$ cat config.mk
export PLATFORM = sky130hd
export DESIGN_NAME = cond_sel_seq
export DESIGN_NICKNAME = d
export VERILOG_FILES = /design/src/rtl/cond_sel_seq.sv
export SDC_FILE = /design/constraint.sdc
export NUM_CORES = 1
export LEC_CHECK = 0
export BUFFER_PORTS_ARGS = -buffer_cell sky130_fd_sc_hd__buf_2
export CAP_MARGIN = 20
export CORE_MARGIN = 2
export CORE_UTILIZATION = 47
export DETAILED_ROUTE_END_ITERATION = 8
export GPL_TIMING_DRIVEN = 0
export PLACE_DENSITY_LB_ADDON = 0.12
export SLEW_MARGIN = 40
export SYNTH_ARGS = -nofsm -noshare
export SYNTH_HDL_FRONTEND = slang
export SYNTH_SLANG_ARGS = --single-unit
$ cat constraint.sdc
create_clock -name clk -period 2.3 [get_ports clk]
set_input_delay 0.46 -clock clk [delete_from_list [all_inputs] [get_ports clk]]
set_output_delay 0.46 -clock clk [all_outputs]
set_load 0.005 [all_outputs]
$ cat src/rtl/cond_sel_seq.sv
// N-channel registered multiplexer with manual select and automatic scan.
// Optional: define DEFAULT_ON_INVALID_EN to load DEFAULT_VAL on invalid select.
module cond_sel_seq #(
  parameter int               WIDTH       = 2,
  parameter int               SEL_W       = 2,
  parameter int               NUM_CH      = 3,
  parameter logic [WIDTH-1:0] DEFAULT_VAL = '0
) (
  input  logic                    clk,
  input  logic                    rst_n,
  input  logic                    en,
  input  logic                    mode,
  input  logic [SEL_W-1:0]        sel_in,
  input  logic                    sel_vld,
  input  logic [NUM_CH*WIDTH-1:0] din,
  output logic [WIDTH-1:0]        dout,
  output logic                    dout_vld,
  output logic [SEL_W-1:0]        sel_cur,
  output logic                    hold_flag,
  output logic                    scan_done
);

  typedef enum logic [1:0] {
    IDLE,
    SCAN,
    HOLD
  } state_t;

  localparam int CH_SLOTS = 2 ** SEL_W;
  localparam logic [SEL_W:0] NCH  = (SEL_W + 1)'(NUM_CH);
  localparam logic [SEL_W:0] LAST = (SEL_W + 1)'(NUM_CH - 1);

  state_t           state;
  logic [SEL_W-1:0] cnt;
  logic [WIDTH-1:0] ch [CH_SLOTS];
  logic             sel_ok;

  // Pad to a full power-of-two table so any select index is in bounds.
  for (genvar k = 0; k < CH_SLOTS; k++) begin : g_ch
    if (k < NUM_CH) begin : g_live
      assign ch[k] = din[k*WIDTH +: WIDTH];
    end else begin : g_pad
      assign ch[k] = '0;
    end
  end

  assign sel_ok = {1'b0, sel_in} < NCH;

`ifndef DEFAULT_ON_INVALID_EN
  logic unused_default;
  assign unused_default = ^DEFAULT_VAL;
`endif

  always_ff @(posedge clk or negedge rst_n) begin
    if (!rst_n) begin
      state     <= IDLE;
      cnt       <= '0;
      dout      <= '0;
      dout_vld  <= 1'b0;
      sel_cur   <= '0;
      hold_flag <= 1'b0;
      scan_done <= 1'b0;
    end else begin
      dout_vld  <= 1'b0;
      scan_done <= 1'b0;
      unique case (state)
        IDLE: begin
          if (en && mode) begin
            state <= SCAN;
            cnt   <= '0;
          end else if (en && sel_vld) begin
            if (sel_ok) begin
              dout      <= ch[sel_in];
              sel_cur   <= sel_in;
              dout_vld  <= 1'b1;
              hold_flag <= 1'b0;
            end else begin
              hold_flag <= 1'b1;
`ifdef DEFAULT_ON_INVALID_EN
              dout      <= DEFAULT_VAL;
              sel_cur   <= sel_in;
`endif
            end
          end
        end
        SCAN: begin
          if (!mode) begin
            state <= IDLE;
            cnt   <= '0;
          end else if (!en) begin
            state <= HOLD;
          end else begin
            dout      <= ch[cnt];
            sel_cur   <= cnt;
            dout_vld  <= 1'b1;
            hold_flag <= 1'b0;
            if ({1'b0, cnt} == LAST) begin
              cnt       <= '0;
              scan_done <= 1'b1;
            end else begin
              cnt <= cnt + 1'b1;
            end
          end
        end
        HOLD: begin
          if (!mode) begin
            state <= IDLE;
            cnt   <= '0;
          end else if (en) begin
            state <= SCAN;
          end
        end
        default: begin
          state <= IDLE;
          cnt   <= '0;
        end
      endcase
    end
  end

endmodule

==> run metrics, run 1 <==
Netlist cell types 24; CP Capture Point sel_cur[1]; post-synthesis cell area between 600 and 700 um^2; sequential power share 0.492; max-cap viol count 0; Post-Place Cells 97; P_int approximately 0.00035 W; #FFs+latches synth 11; first-pass GRT wire length around 1900 um; Sw Pwr roughly 0.00013 W; Setup TNS 0 ns; CTS resizes 0; Worst setup startpoint state[0]; setup bufs post-CTS 0; initial antenna violation count 0; clk root buf clkbuf_4; RR Endpoint sel_cur[1]; core area 1270 um^2; number of inserted diodes 0; vias in the first global route between 400 and 500; minimum clock period about 1.8 ns; clock sink total 11; Vias/cell approximately 5.3; Comb power frac 0.242; Post-Route WL between 1000 and 1500 um; R2R setup slack approximately 0.52 ns; clock power share 0.266; initial DRC count 8; Net Sw Frac 0.272; Initial Util 0.490; Startpoint Class flip-flop; Pwr Total 0.000481 W; clk slew on worst S/H paths roughly 0.07 ns; Synth area leaders dfrtp_1 44%, mux2i_1 9.7%, nand3b_1 6.0%, o21ai_0 4.8%, mux2_4 4.8%; Worst EP required approximately 2.5 ns; Top Ports 20; Layout area overhead 22.5%; DR vias 537; Final HPWL DP between 900 and 1000 um; fill cell count ~120; synthesis warning total 0; GRT overflow 0; FF+latch area 275 um^2; later-pin clock latency in the skew report ~0.27 ns; worst hold slack 0.0521 ns; fin crit share 0.775; multi-input logic area approximately 320 um^2; worst vdd ir 0.000393 V; drt drc 0; Post-Route Utilization 0.601; Hold WC Path Type in2async; FMAX approximately 560 MHz; Max Slew Vio Count 0; P per Cell Area 631 nW/um^2; clk buf depth 2; WP data arrival ~1.9 ns; Synth Net Count 76; post-synthesis area per instance ~9.9 um^2; Final Hold Fails 0; endpoints failing setup 0; post-synth top area cell dfrtp_1; DRT Pass-1 Iters 4; Inserted Clock Buffers 3; actual slew at the worst max-slew pin about 0.37 ns; RSZ-0062 raised after global routing false; port bufs 19; r2r startpoint state[0]; TritonCTS clock tree yes; GRT Total Usage 0.190; final std cells w/o fill roughly 100; Antenna Nets Post-Route 0; register area share after synthesis 0.443; Crit Path Category reg2reg; global placer's final weighted congestion approximately 0.7; cts hold-fix bufs 0; die area between 1500 and 2000 um^2; ratio of cells with drive above 1 in the final layout 0.302; nets@finish 100; largest net degree at the start of global routing 12; outcome complete, no violations; CP Max Fanout 8; Crit. End Element flip-flop; area share of the largest cell type after synthesis 0.443; worst slew margin relative to its limit 0.757; die width 40.4 um; Pleak 0.373 nW; Worst Skew 0.00298 ns; chip height around 40 um; H-Tree Depth 1; Reg2Reg Depth 4; row count 13; Synth Instances 63; DR WL/cell about 12 um
## cells in the mapped netlist
cell type,instances
xor2_1,1
nand2_1,6
clkbuf_1,2
buf_1,1
dfrtp_1,11
a21oi_1,3
nor4_1,1
mux2i_1,6
nand3b_1,5
o211ai_1,2
o21ai_0,6
a21o_1,1
nor2b_1,1
nand2b_1,1
inv_1,4
a22o_1,1
or3b_1,1
and3_1,1
a21oi_4,1
nor3_1,1
mux2_2,1
nor2_1,3
mux2_4,2
or2b_1,1
## flip-flops by register name, indices dropped and copies added, names as in the netlist
register,cells
cnt,2
dout,2
dout_vld,1
hold_flag,1
scan_done,1
sel_cur,2
state,2
## routing by layer
layer	track usage	vias to the layer above	part of all wire
met1	0.213	254	0.42
met2	0.313	12	0.52
met5	0	-	0
li1	-	269	-
met3	0.100	2	0.057
met4	0.0500	0	0.0072
## logic make-up after synthesis
kind of cell           after synthesis  synth area share
AND/OR/NAND/NOR                     21             0.189
AO/OA/AOI/OAI                       14             0.149
flip-flops                          11             0.443
multiplexers                         9             0.163
buffers and inverters                7            0.0422
XOR/XNOR                             1            0.0141
## power by group through the flow
stage | registers, W | logic [W] | clock network (W)
6_report | 0.000236 | 0.000116 | 0.000128
5_1_grt | 0.000242 | 0.000134 | 0.000144
4_1_cts | 0.000237 | 0.000119 | 0.000133
3_5_place_dp | 0.000241 | 0.000118 | 0
3_3_place_gp | 0.000240 | 0.000113 | 0
2_1_floorplan | 0.000243 | 0.0000603 | 0
## layout make-up
cell class	instances	share of cell area
multi-input combinational	45	0.420
sequential	11	0.361
timing repair buffer	19	0.125
clock buffer	4	0.0345
tap	15	0.0246
inverter	4	0.0197
buffer	3	0.0148
## critical path, stage by stage, from the launching register on
cell,delay [ns]
dfrtp_1,0.45
or3b_1,0.42
a21o_1,0.19
a21oi_4,0.28
mux2_4,0.33
## worst min path at each step
stage / startpoint / endpoint / slack, ns
3_3_place_gp: rst_n / dout_vld / 0.34
2_1_floorplan: rst_n / cnt[0] / 0.16
6_report: rst_n / dout[1] / 0.05
5_1_grt: rst_n / state[1] / 0.06
3_5_place_dp: rst_n / dout_vld / 0.34
4_1_cts: rst_n / state[1] / 0.05
## through the flow
stage | setup WS, ns | cell area (um^2)
CTS | 0.508 | 762
detailed placement | 0.398 | 736
floorplan | 0.628 | 622
global route | 0.415 | 762
finish | 0.518 | 762
global placement | 0.408 | 736
## cell usage in the layout, fill, tap and decap left out, types with 2 or more instances in the layout
cell,n
a21oi_1,3
buf_2,19
clkbuf_1,3
clkbuf_4,3
dfrtp_1,11
inv_1,4
mux2_4,2
mux2i_1,6
nand2_1,6
nand3b_1,5
nor2_1,3
o211ai_1,2
o21ai_0,6
Note: power is estimated with default switching activity, not from simulation.
==> run 2: changes to the inputs <==
- CORE_UTILIZATION: 47 -> 43
- clock period: 2.3 -> 1.6 ns (I/O delays scaled with it)
==> run 2 against run 1 <==
Net effect:
- clock skew grew 0.00080 ns
- utilization grew 0.92 points
- wire length decreased by 1.2%
- sequential share of layout area is 2.1 points lower
- critical path depth stayed put
- count of clock-buffer cells in the layout unchanged
- critical endpoint is now sel_cur[0]
- fmax up 11%
- the flow now finishes with violations (setup timing)
==> run metrics, run 2 (synthesis gave the netlist of run 1 again) <==
Top Ports 20 (unchanged); H-Tree Depth 1 (unchanged); die width 42.0 um (+4.1%); clock sink total 11 (unchanged); clk buf depth 2 (unchanged); grt met1 use 0.189 (-0.0242); minimum clock period 1.60 ns (-0.178 ns); core area 1330 um^2 (+5.1%); largest net degree at the start of global routing 12 (unchanged); first-pass GRT wire length 2020 um (+5.8%); worst vdd ir 0.000571 V (+45%); Pwr Total 0.000701 W (+46%); DR vias 519 (-3.4%); DR WL/cell 11.6 um (-6.7%); chip height 42.0 um (+4.1%); FMAX 623 MHz (+11%); GRT Total Usage 0.152 (-0.0385); Max Slew Vio Count 0 (unchanged); RSZ-0062 raised after global routing true; port bufs 19 (unchanged); Buf+Inv Stages, Crit Path 0 (unchanged); commonest non-fill, non-tap cell in the layout buf_2; global placer's final weighted congestion 0.716 (+1.5%); initial DRC count 6 (-2); DP Worst Slack -0.136 ns (-0.535 ns); clk slew on worst S/H paths 0.07 ns (about the same); ratio of cells with drive above 1 in the final layout 0.359 (+0.0564); Crit. End Element flip-flop; actual slew at the worst max-slew pin 0.342 ns (-0.0227 ns); initial antenna violation count 0 (unchanged); Startpoint Class flip-flop; Layout area overhead 30.8%; number of inserted diodes 0 (unchanged); DRT Pass-1 Iters 4 (unchanged); worst slew margin relative to its limit 0.772 (+0.0151); crit-path cells or3b_4 -> a21o_1 -> a21oi_4 -> mux2_4; Finished Cell Area 813 um^2 (+6.7%); Crit Path Category reg2reg; met3 Use GR 0.0776 (-0.0224); max-cap viol count 0 (unchanged); Hold WC Path Type in2reg; Area after DPL 736 um^2 (unchanged); Post-Route WL 1240 um (-1.2%); die area 1770 um^2 (+8.4%); Pleak 0.403 nW (+8.0%); WP data arrival 1.76 ns (-0.17 ns); Inserted Clock Buffers 3 (unchanged); busiest grt layer met2; Final HPWL DP 877 um (-8.1%); Vias/cell 4.85 (-8.8%); later-pin clock latency in the skew report 0.27 ns (about the same); GRT overflow 0 (unchanged); clk root buf clkbuf_4; vias in the first global route 465 (+3.8%); fin crit share 1.00 (+0.228); most frequent cells in the layout 19 x buf_2, 10 x dfrtp_1, 6 x nand2_1, 6 x o21ai_0, 6 x mux2i_1; CP Max Fanout 5 (-3); final worst slack -0.00433 ns (-0.522 ns); Worst Skew 0.00379 ns (+0.000804 ns); Final Hold Fails 0 (unchanged); nets@finish 106 (+6.0%); row count 13 (unchanged); Setup TNS -0.00815 ns (-0.00815 ns); Initial Util 0.466 (-0.0239); worst hold slack 0.367 ns (+0.315 ns); met2 Track Usage GR 0.234 (-0.0791); drt drc 0 (unchanged); TritonCTS clock tree yes; P per Cell Area 862 nW/um^2 (+37%); Antenna Nets Post-Route 0 (unchanged); delay-heaviest family, CP flip-flops; Worst EP required 1.75 ns (-0.70 ns); endpoints failing setup 2 (+2); CP max-delay cell dfrtp_2; failing checks setup timing; outcome complete, but fails checks; Max stage delay on crit path 0.41 ns (-0.04 ns)
run 2: cell types whose count changed in the layout (fill, tap and decap cells not counted), sizes merged:
cell | previous run | this run
dlygate4sd3 | 0 | 1
buf | 20 | 25
run 2: area by class of cell:
| type | count | area (um^2) |
|---|---|---|
| Inverter | 4 | 15.0 |
| Clock buffer | 4 | 26.3 |
| Timing Repair Buffer | 25 | 143 |
| Buffer | 3 | 11.3 |
| Sequential cell | 11 | 277 |
| Multi-Input combinational cell | 45 | 323 |
| Fill cell | 132 | 520 |
| Tap cell | 15 | 18.8 |
run 2: metrics by stage:
stage,instances,utilization
floorplan,63,-
global placement,97,0.552
detailed placement,97,0.552
CTS,106,0.602
global route,107,0.610
finish,107,0.610
run 2: path summary, 6_finish.rpt:
path	startpoint	end	slack [ns]	cells after the start
setup / recovery	state[0]	sel_cur[0]	-0.004	4
hold / removal	mode	state[1]	0.37	2
setup reg to reg	state[0]	sel_cur[0]	-0.004	4
hold reg to reg	hold_flag	hold_flag	0.50	2
max in group asynchronous	rst_n	state[0]	0.94	2
min in group asynchronous	rst_n	state[1]	0.44	2
run 2: worst register-to-register path: cells and delay by family (launching register included):
kind / cells / cell delay (ns)
flip-flops: 1 / 0.41
AO/OA/AOI/OAI: 2 / 0.39
AND/OR/NAND/NOR: 1 / 0.37
multiplexers: 1 / 0.31
run 2: per-layer routing:
metal | share of wire | vias to the layer above
li1 | - | 279
met1 | 0.49 | 228
met2 | 0.46 | 12
met3 | 0.051 | 0
met4 | 0 | 0
met5 | 0 | -
run 2: power breakdown:
group,internal (W),switching (W)
registers,0.000319,0.0000188
clock network,0.0000965,0.0000893
logic,0.0000983,0.0000796
run 2: repair_timing:
action	4_1_cts	5_1_grt
setup endpoints to repair	2	4
gates resized for setup	1	1
pin swaps	1	1
endpoints found under the hold margin	11	0
buffers inserted	4	1
hold buffers	1	0
